$ cat config.mk
export PLATFORM = sky130hd
export DESIGN_NAME = cpu_load_controller
export DESIGN_NICKNAME = d
export VERILOG_FILES = /design/src/rtl/cpu_load_controller.sv
export SDC_FILE = /design/constraint.sdc
export NUM_CORES = 1
export LEC_CHECK = 0
export BUFFER_PORTS_ARGS = -buffer_cell sky130_fd_sc_hd__buf_2
export CAP_MARGIN = 20
export CELL_PAD_IN_SITES_DETAIL_PLACEMENT = 1
export CELL_PAD_IN_SITES_GLOBAL_PLACEMENT = 2
export CORE_MARGIN = 1
export CORE_UTILIZATION = 31
export DETAILED_ROUTE_END_ITERATION = 16
export PLACE_DENSITY = 0.91
export SYNTH_ARGS = -nofsm -noshare
export SYNTH_HDL_FRONTEND = slang
export SYNTH_SLANG_ARGS = --single-unit
$ cat constraint.sdc
create_clock -name clk -period 3.35 [get_ports clk]
set_input_delay 0.335 -clock clk [delete_from_list [all_inputs] [get_ports clk]]
set_output_delay 0.335 -clock clk [all_outputs]
set_load 0.03 [all_outputs]
$ cat src/rtl/cpu_load_controller.sv
// cpu_load_controller
//   Owns the cpu top-level external ports. Streams a program into instruction
//   memory, an initial image into data memory, holds the cpu enable for a
//   programmed number of cycles, then reads a window of data memory back out.
//
//   Optional: LOADCTL_CHECKSUM_EN adds load_checksum, a rotate-xor digest of
//   every accepted load word.
//
// Ports
//   clk, arst_n                   clock, async active-low reset
//   start                         begin a session (only honoured in IDLE/DONE)
//   imem_words/dmem_words         load counts (clamped to memory capacity)
//   run_cycles                    cycles enable is held high
//   dump_words                    data words to read back (clamped)
//   load_valid/load_ready/load_data   load stream
//   dump_valid/dump_ready/dump_data   dump stream
//   addr_ext/wen_ext/wdata_ext        instruction memory write port
//   addr_ext_2/wen_ext_2/ren_ext_2/wdata_ext_2/rdata_ext_2  data memory port
//   enable, busy, done            cpu enable and session status
module cpu_load_controller #(
  parameter int IMEM_WORDS_MAX = 512,
  parameter int DMEM_WORDS_MAX = 1024,
  parameter int CNT_W          = 32
) (
  input  logic             clk,
  input  logic             arst_n,
  input  logic             start,
  input  logic [9:0]       imem_words,
  input  logic [10:0]      dmem_words,
  input  logic [CNT_W-1:0] run_cycles,
  input  logic [10:0]      dump_words,
  input  logic             load_valid,
  output logic             load_ready,
  input  logic [63:0]      load_data,
  output logic             dump_valid,
  input  logic             dump_ready,
  output logic [63:0]      dump_data,
  output logic [63:0]      addr_ext,
  output logic             wen_ext,
  output logic [31:0]      wdata_ext,
  output logic [63:0]      addr_ext_2,
  output logic             wen_ext_2,
  output logic             ren_ext_2,
  output logic [63:0]      wdata_ext_2,
  input  logic [63:0]      rdata_ext_2,
  output logic             enable,
  output logic             busy,
  output logic             done
`ifdef LOADCTL_CHECKSUM_EN
  ,
  output logic [63:0]      load_checksum
`endif
);

  typedef enum logic [2:0] {
    IDLE, LOAD_I, LOAD_D, RUN, DUMP_RD, DUMP_CAP, DUMP_OUT, DONE
  } state_t;

  state_t           state_q, state_d;
  logic [11:0]      imem_q, imem_d, dmem_q, dmem_d, dump_q, dump_d;
  logic [11:0]      idx_q, idx_d;
  logic [CNT_W-1:0] run_q, run_d, rctr_q, rctr_d;
  logic             wen_q, wen2_q;
  logic [63:0]      addr_q, addr2_q, wdata2_q, dump_data_q;
  logic [31:0]      wdata_q;
  logic             accept, start_acc;
  logic [11:0]      ci, cd, cu;

  function automatic logic [11:0] clamp(input logic [11:0] v, input int unsigned m);
    return (v > 12'(m)) ? 12'(m) : v;
  endfunction

  // First phase with work to do, in session order.
  function automatic state_t first_phase(input logic [11:0] i, input logic [11:0] d,
                                         input logic r, input logic [11:0] u);
    if (i != 12'd0)      return LOAD_I;
    else if (d != 12'd0) return LOAD_D;
    else if (r)          return RUN;
    else if (u != 12'd0) return DUMP_RD;
    else                 return DONE;
  endfunction

  assign ci = clamp({2'b00, imem_words}, IMEM_WORDS_MAX);
  assign cd = clamp({1'b0, dmem_words}, DMEM_WORDS_MAX);
  assign cu = clamp({1'b0, dump_words}, DMEM_WORDS_MAX);

  always_comb begin
    state_d    = state_q;
    idx_d      = idx_q;
    imem_d     = imem_q;
    dmem_d     = dmem_q;
    dump_d     = dump_q;
    run_d      = run_q;
    rctr_d     = rctr_q;
    start_acc  = 1'b0;
    load_ready = (state_q == LOAD_I) || (state_q == LOAD_D);
    accept     = load_valid && load_ready;
    // The trailing write pulse of a load phase may land in the next state;
    // hold off the read / the cpu enable for that cycle so the ports stay quiet.
    ren_ext_2  = (state_q == DUMP_RD) && !wen2_q;
    enable     = (state_q == RUN) && !wen_q && !wen2_q;
    dump_valid = (state_q == DUMP_OUT);
    busy       = (state_q != IDLE) && (state_q != DONE);
    done       = (state_q == DONE);
    case (state_q)
      IDLE, DONE: if (start) begin
        start_acc = 1'b1;
        imem_d    = ci;
        dmem_d    = cd;
        dump_d    = cu;
        run_d     = run_cycles;
        rctr_d    = run_cycles;
        idx_d     = 12'd0;
        state_d   = first_phase(ci, cd, run_cycles != '0, cu);
      end
      LOAD_I: if (accept) begin
        if (idx_q + 12'd1 == imem_q) begin
          idx_d   = 12'd0;
          state_d = first_phase(12'd0, dmem_q, run_q != '0, dump_q);
        end else idx_d = idx_q + 12'd1;
      end
      LOAD_D: if (accept) begin
        if (idx_q + 12'd1 == dmem_q) begin
          idx_d   = 12'd0;
          state_d = first_phase(12'd0, 12'd0, run_q != '0, dump_q);
        end else idx_d = idx_q + 12'd1;
      end
      RUN: if (enable) begin
        if (rctr_q == CNT_W'(1)) state_d = (dump_q != 12'd0) ? DUMP_RD : DONE;
        else                     rctr_d  = rctr_q - CNT_W'(1);
      end
      DUMP_RD:  if (ren_ext_2) state_d = DUMP_CAP;
      DUMP_CAP: state_d = DUMP_OUT;
      DUMP_OUT: if (dump_ready) begin
        if (idx_q + 12'd1 == dump_q) begin
          idx_d   = 12'd0;
          state_d = DONE;
        end else begin
          idx_d   = idx_q + 12'd1;
          state_d = DUMP_RD;
        end
      end
      default: state_d = IDLE;
    endcase
  end

  always_ff @(posedge clk or negedge arst_n) begin
    if (!arst_n) begin
      state_q     <= IDLE;
      idx_q       <= '0;
      imem_q      <= '0;
      dmem_q      <= '0;
      dump_q      <= '0;
      run_q       <= '0;
      rctr_q      <= '0;
      wen_q       <= 1'b0;
      wen2_q      <= 1'b0;
      addr_q      <= '0;
      wdata_q     <= '0;
      addr2_q     <= '0;
      wdata2_q    <= '0;
      dump_data_q <= '0;
    end else begin
      state_q <= state_d;
      idx_q   <= idx_d;
      imem_q  <= imem_d;
      dmem_q  <= dmem_d;
      dump_q  <= dump_d;
      run_q   <= run_d;
      rctr_q  <= rctr_d;
      wen_q   <= accept && (state_q == LOAD_I);
      wen2_q  <= accept && (state_q == LOAD_D);
      if (accept && (state_q == LOAD_I)) begin
        addr_q  <= {50'd0, idx_q, 2'b00};
        wdata_q <= load_data[31:0];
      end
      if (accept && (state_q == LOAD_D)) begin
        addr2_q  <= {49'd0, idx_q, 3'b000};
        wdata2_q <= load_data;
      end else if (ren_ext_2) begin
        addr2_q  <= {49'd0, idx_q, 3'b000};
      end
      if (state_q == DUMP_CAP) dump_data_q <= rdata_ext_2;
    end
  end

  assign wen_ext     = wen_q;
  assign addr_ext    = addr_q;
  assign wdata_ext   = wdata_q;
  assign wen_ext_2   = wen2_q;
  assign wdata_ext_2 = wdata2_q;
  // Read address must be on the port in the read cycle itself.
  assign addr_ext_2  = ren_ext_2 ? {49'd0, idx_q, 3'b000} : addr2_q;
  assign dump_data   = dump_data_q;

`ifdef LOADCTL_CHECKSUM_EN
  logic [63:0] cs_q, cs_w;
  assign cs_w = (state_q == LOAD_I) ? {32'd0, load_data[31:0]} : load_data;
  always_ff @(posedge clk or negedge arst_n) begin
    if (!arst_n)        cs_q <= '0;
    else if (start_acc) cs_q <= '0;
    else if (accept)    cs_q <= {cs_q[62:0], cs_q[63]} ^ cs_w;
  end
  assign load_checksum = cs_q;
`endif

endmodule

==> impl_metrics.csv <==
group,metric,value,unit
clock_network,clk_path_buf_depth,3,
final_layout,fin_util,0.422,
placement,hpwl,37800,um
sta,setup_viol,0,
detailed_routing,wl_per_cell,19.6,um
synthesis,avgSynthCellArea,9.95,um^2
sta,finClkSkew,16.9,ps
clock_network,cts-resized-gates,0,
detailed_routing,vias,14200,
clock_network,cts_inserted_buffers,41,
final_layout,drive_gt1_frac,0.305,
synthesis,synth_top_cell_by_area,"dfrtp_1",
die,die_h,230,um
clock_network,worstSkewPairLatency,560,ps
placement,place_area,18900,um^2
die,rows,83,
placement,routabilityCongestion,0.872,
clock_network,cts_root_buf,"clkbuf_16",
detailed_routing,drt_first_iter_violations,780,
worst_hold_path,holdCritPathClass,"in2reg",
global_routing,grt_util_all_layers,0.212,
job,cap_violations,0,
synthesis,ys.flop_type,"dfrtp_1",
global_routing,use_met3,0.0454,
die,num_io_pins,493,
clock_network,clkTransAtPathRegs,60,ps
synthesis,async_reset_ff_frac,1.00,
sta,rsz0062_at_grt,"false",
power,swShare,0.265,
critical_path,worstPathRequired,3790,ps
power,intPower,7.73,mW
sta,tightest_slew,804,ps
die,fp.dieW,230,um
critical_path,worstSetupStartpointType,"flip-flop",
clock_network,htree_levels,2,
power,p_seq_frac,0.429,
global_routing,antenna_found_initial,4,
final_layout,nFillCells,5890,
synthesis,ys_warn_count,0,
critical_path,cp-end-kind,"flip-flop",
synthesis,synth.most_common_cell,"nand2_1",
final_layout,finalInstanceArea,21600,um^2
detailed_routing,detail-route-antenna-nets,0,
global_routing,grt_pass1_vias,15300,
sta,timing.hold.ws,34.3,ps
critical_path,cp_max_fo,10,
placement,dp_slack,291,ps
global_routing,grt.busiest_layer,"met2",
sta,clock.fmax,321,MHz
synthesis,synth_area_leaders,"dfrtp_1, nand2_1, mux2_2, and2_1, buf_4",
detailed_routing,route.detailed.drc,0,
critical_path,critical_path_class,"reg2reg",
power,power.density,486,nW/um^2
global_routing,globalRouteOverflowTotal,0,
final_layout,nets,2369,
synthesis,synth_edf_count,0,
detailed_routing,wirelength,56500,um
die,core,51300,um^2
synthesis,yosysUniqueCellTypes,72,
synthesis,ys_seq_area_frac,0.543,
detailed_routing,vias_per_cell,4.92,
synthesis,syn_inst,1616,
sta,report.final.hold_viol_count,0,
detailed_routing,dr.pass1.iters,5,
critical_path,arrival,3560,ps
synthesis,synthTopCellsByCount,"nand2_1, dfrtp_1, mux2_2, and2_1, o21ai_0",
sta,slew_headroom,0.462,
sta,setup_tns,0,ps
power,clkPwrFrac,0.446,
power,power_switching,2.78,mW
power,p_comb_frac,0.124,
clock_network,cts_tree,"done",
clock_network,post_cts_buffers,0,
clock_network,cts_sinks,349,
sta,worst_slack,239,ps
sta,fin_crit_sh,0.929,
global_routing,grt_pass1_wl,88100,um
sta,finalCriticalPeriod,3110,ps
power,ir_drop,0.325,mV
final_layout,area_delta_synth_final,34.5,%
synthesis,netlist_area,16100,um^2
global_routing,grt_use_met2,0.367,
global_routing,grt_max_degree,137,
outcome,outcome,"finished clean",
die,die_area,52800,um^2
synthesis,synth_seq_cells,349,
power,p_leak,11.0,nW
placement,portBuffers,440,
global_routing,grt_util_met1,0.259,
sta,slew_violations,0,
die,start_util,0.313,
synthesis,synthDominantCellAreaShare,0.543,
## kinds of logic (layout without fill, tap and decap cells)
group	count (synthesis)	in the layout	synth area share
adder cells (fa/ha/maj)	3	3	0.00234
AO/OA/AOI/OAI	221	221	0.0869
AND/OR/NAND/NOR	731	731	0.212
flip-flops	349	349	0.543
XOR/XNOR	39	39	0.0256
multiplexers	112	112	0.0782
buffers and inverters	160	694	0.0515
other	1	53	0.000233
## per-layer routing
metal / vias to the layer above / wire [um]
met5: - / 25
met4: 4 / 1850
met3: 117 / 3270
met2: 485 / 28200
met1: 7082 / 23200
li1: 6487 / -
## worst max-delay path, cell delays in order, from the launching register on
cell       delay (ps)
dfrtp_1           450
ha_1              340
nand3_1           310
nor3_1            100
a2111oi_2         440
nand4b_1          240
o41ai_2           470
o21a_4            250
nor2_4             90
mux2_2            290
## state kept, by name, summed over array words and instances (netlist names), 3 cells and up
register	count
wdata_ext_2	64
state_q	3
idx_q	12
run_q	32
dmem_q	11
imem_q	10
rctr_q	32
addr2_q	64
addr_ext	12
dump_data	64
dump_q	11
wdata_ext	32
## layout make-up
cell class              instances  area (um^2)  area share
inverters                      14         52.6     0.00243
clock buffers                  67         1290      0.0595
diodes                          1         2.50    0.000116
multi-input cells            1158         6730       0.311
flip-flops and latches        349         8730       0.404
well taps                     680          851      0.0393
repair buffers                605         3840       0.178
clock inverters                 8          124     0.00573
## power by group through the flow
| stage | registers [mW] | clock network [mW] | logic (mW) |
|---|---|---|---|
| after floorplan | 4.72 | 0 | 0.587 |
| after global placement | 4.56 | 0 | 1.15 |
| after detailed placement | 4.58 | 0 | 1.18 |
| after CTS | 4.50 | 4.81 | 1.30 |
| after global routing | 4.53 | 4.95 | 1.39 |
| final | 4.51 | 4.69 | 1.31 |
## stage by stage
step / std cells / power, mW
global route: 2881 / 10.9
detailed placement: 2679 / 5.75
global placement: 2679 / 5.72
floorplan: 1667 / 5.30
CTS: 2880 / 10.6
finish: 2882 / 10.5
## layout by cell type, fill, tap and decap left out, types with 4 or more instances in the layout
cell type      Yosys  routed
xnor3_1            4       4
nand2b_1          24      24
clkbuf_16          0      43
nor2b_1            5       5
a31oi_1           15      15
o211ai_1           5       5
nand4_1            8       8
and2_1           104     105
inv_1             11      11
clkbuf_8           0      12
dlygate4sd3_1      0     127
o31ai_1            4       4
a21oi_1           55      55
nand3b_1           4       4
o21ai_1            5       5
clkbuf_1          68      12
mux2_2           109     109
buf_12             0       6
nand3_1           27      26
nor2_1            63      62
nand2_1          398     396
a22o_1            20      20
nor4_1            35      35
xor2_1            12      12
o21ai_0           70      70
buf_2             13     439
o22ai_1           13      13
buf_4             54      32
and3_1             5       4
or3_1              7       6
xnor2_1           22      22
nor3_1            32      32
dfrtp_1          349     349
conb_1             1      52
## what timing repair did
action / 4_1_cts / 5_1_grt
endpoints found under the hold margin: 211 / 1
endpoints found under the setup margin: 0 / 0
hold buffers: 126 / 1
## final timing paths
| path | start | to | slack (ps) | cells after the start |
|---|---|---|---|---|
| worst max-delay path | idx_q[1]$_DFFE_PN0P_ | idx_q[0]$_DFFE_PN0P_ | 240 | 9 |
| worst min-delay path | run_cycles[29] | run_q[29]$_DFFE_PN0P_ | 30 | 3 |
| worst max register to register | idx_q[1]$_DFFE_PN0P_ | idx_q[0]$_DFFE_PN0P_ | 240 | 9 |
| worst min register to register | wdata_ext_2[19]$_DFFE_PN0P_ | wdata_ext_2[19]$_DFFE_PN0P_ | 470 | 2 |
| max in group asynchronous | arst_n | wdata_ext[17]$_DFFE_PN0P_ | 1880 | 3 |
| min in group asynchronous | arst_n | addr2_q[50]$_DFF_PN0_ | 360 | 2 |
Power figures use the tool's default switching activity.
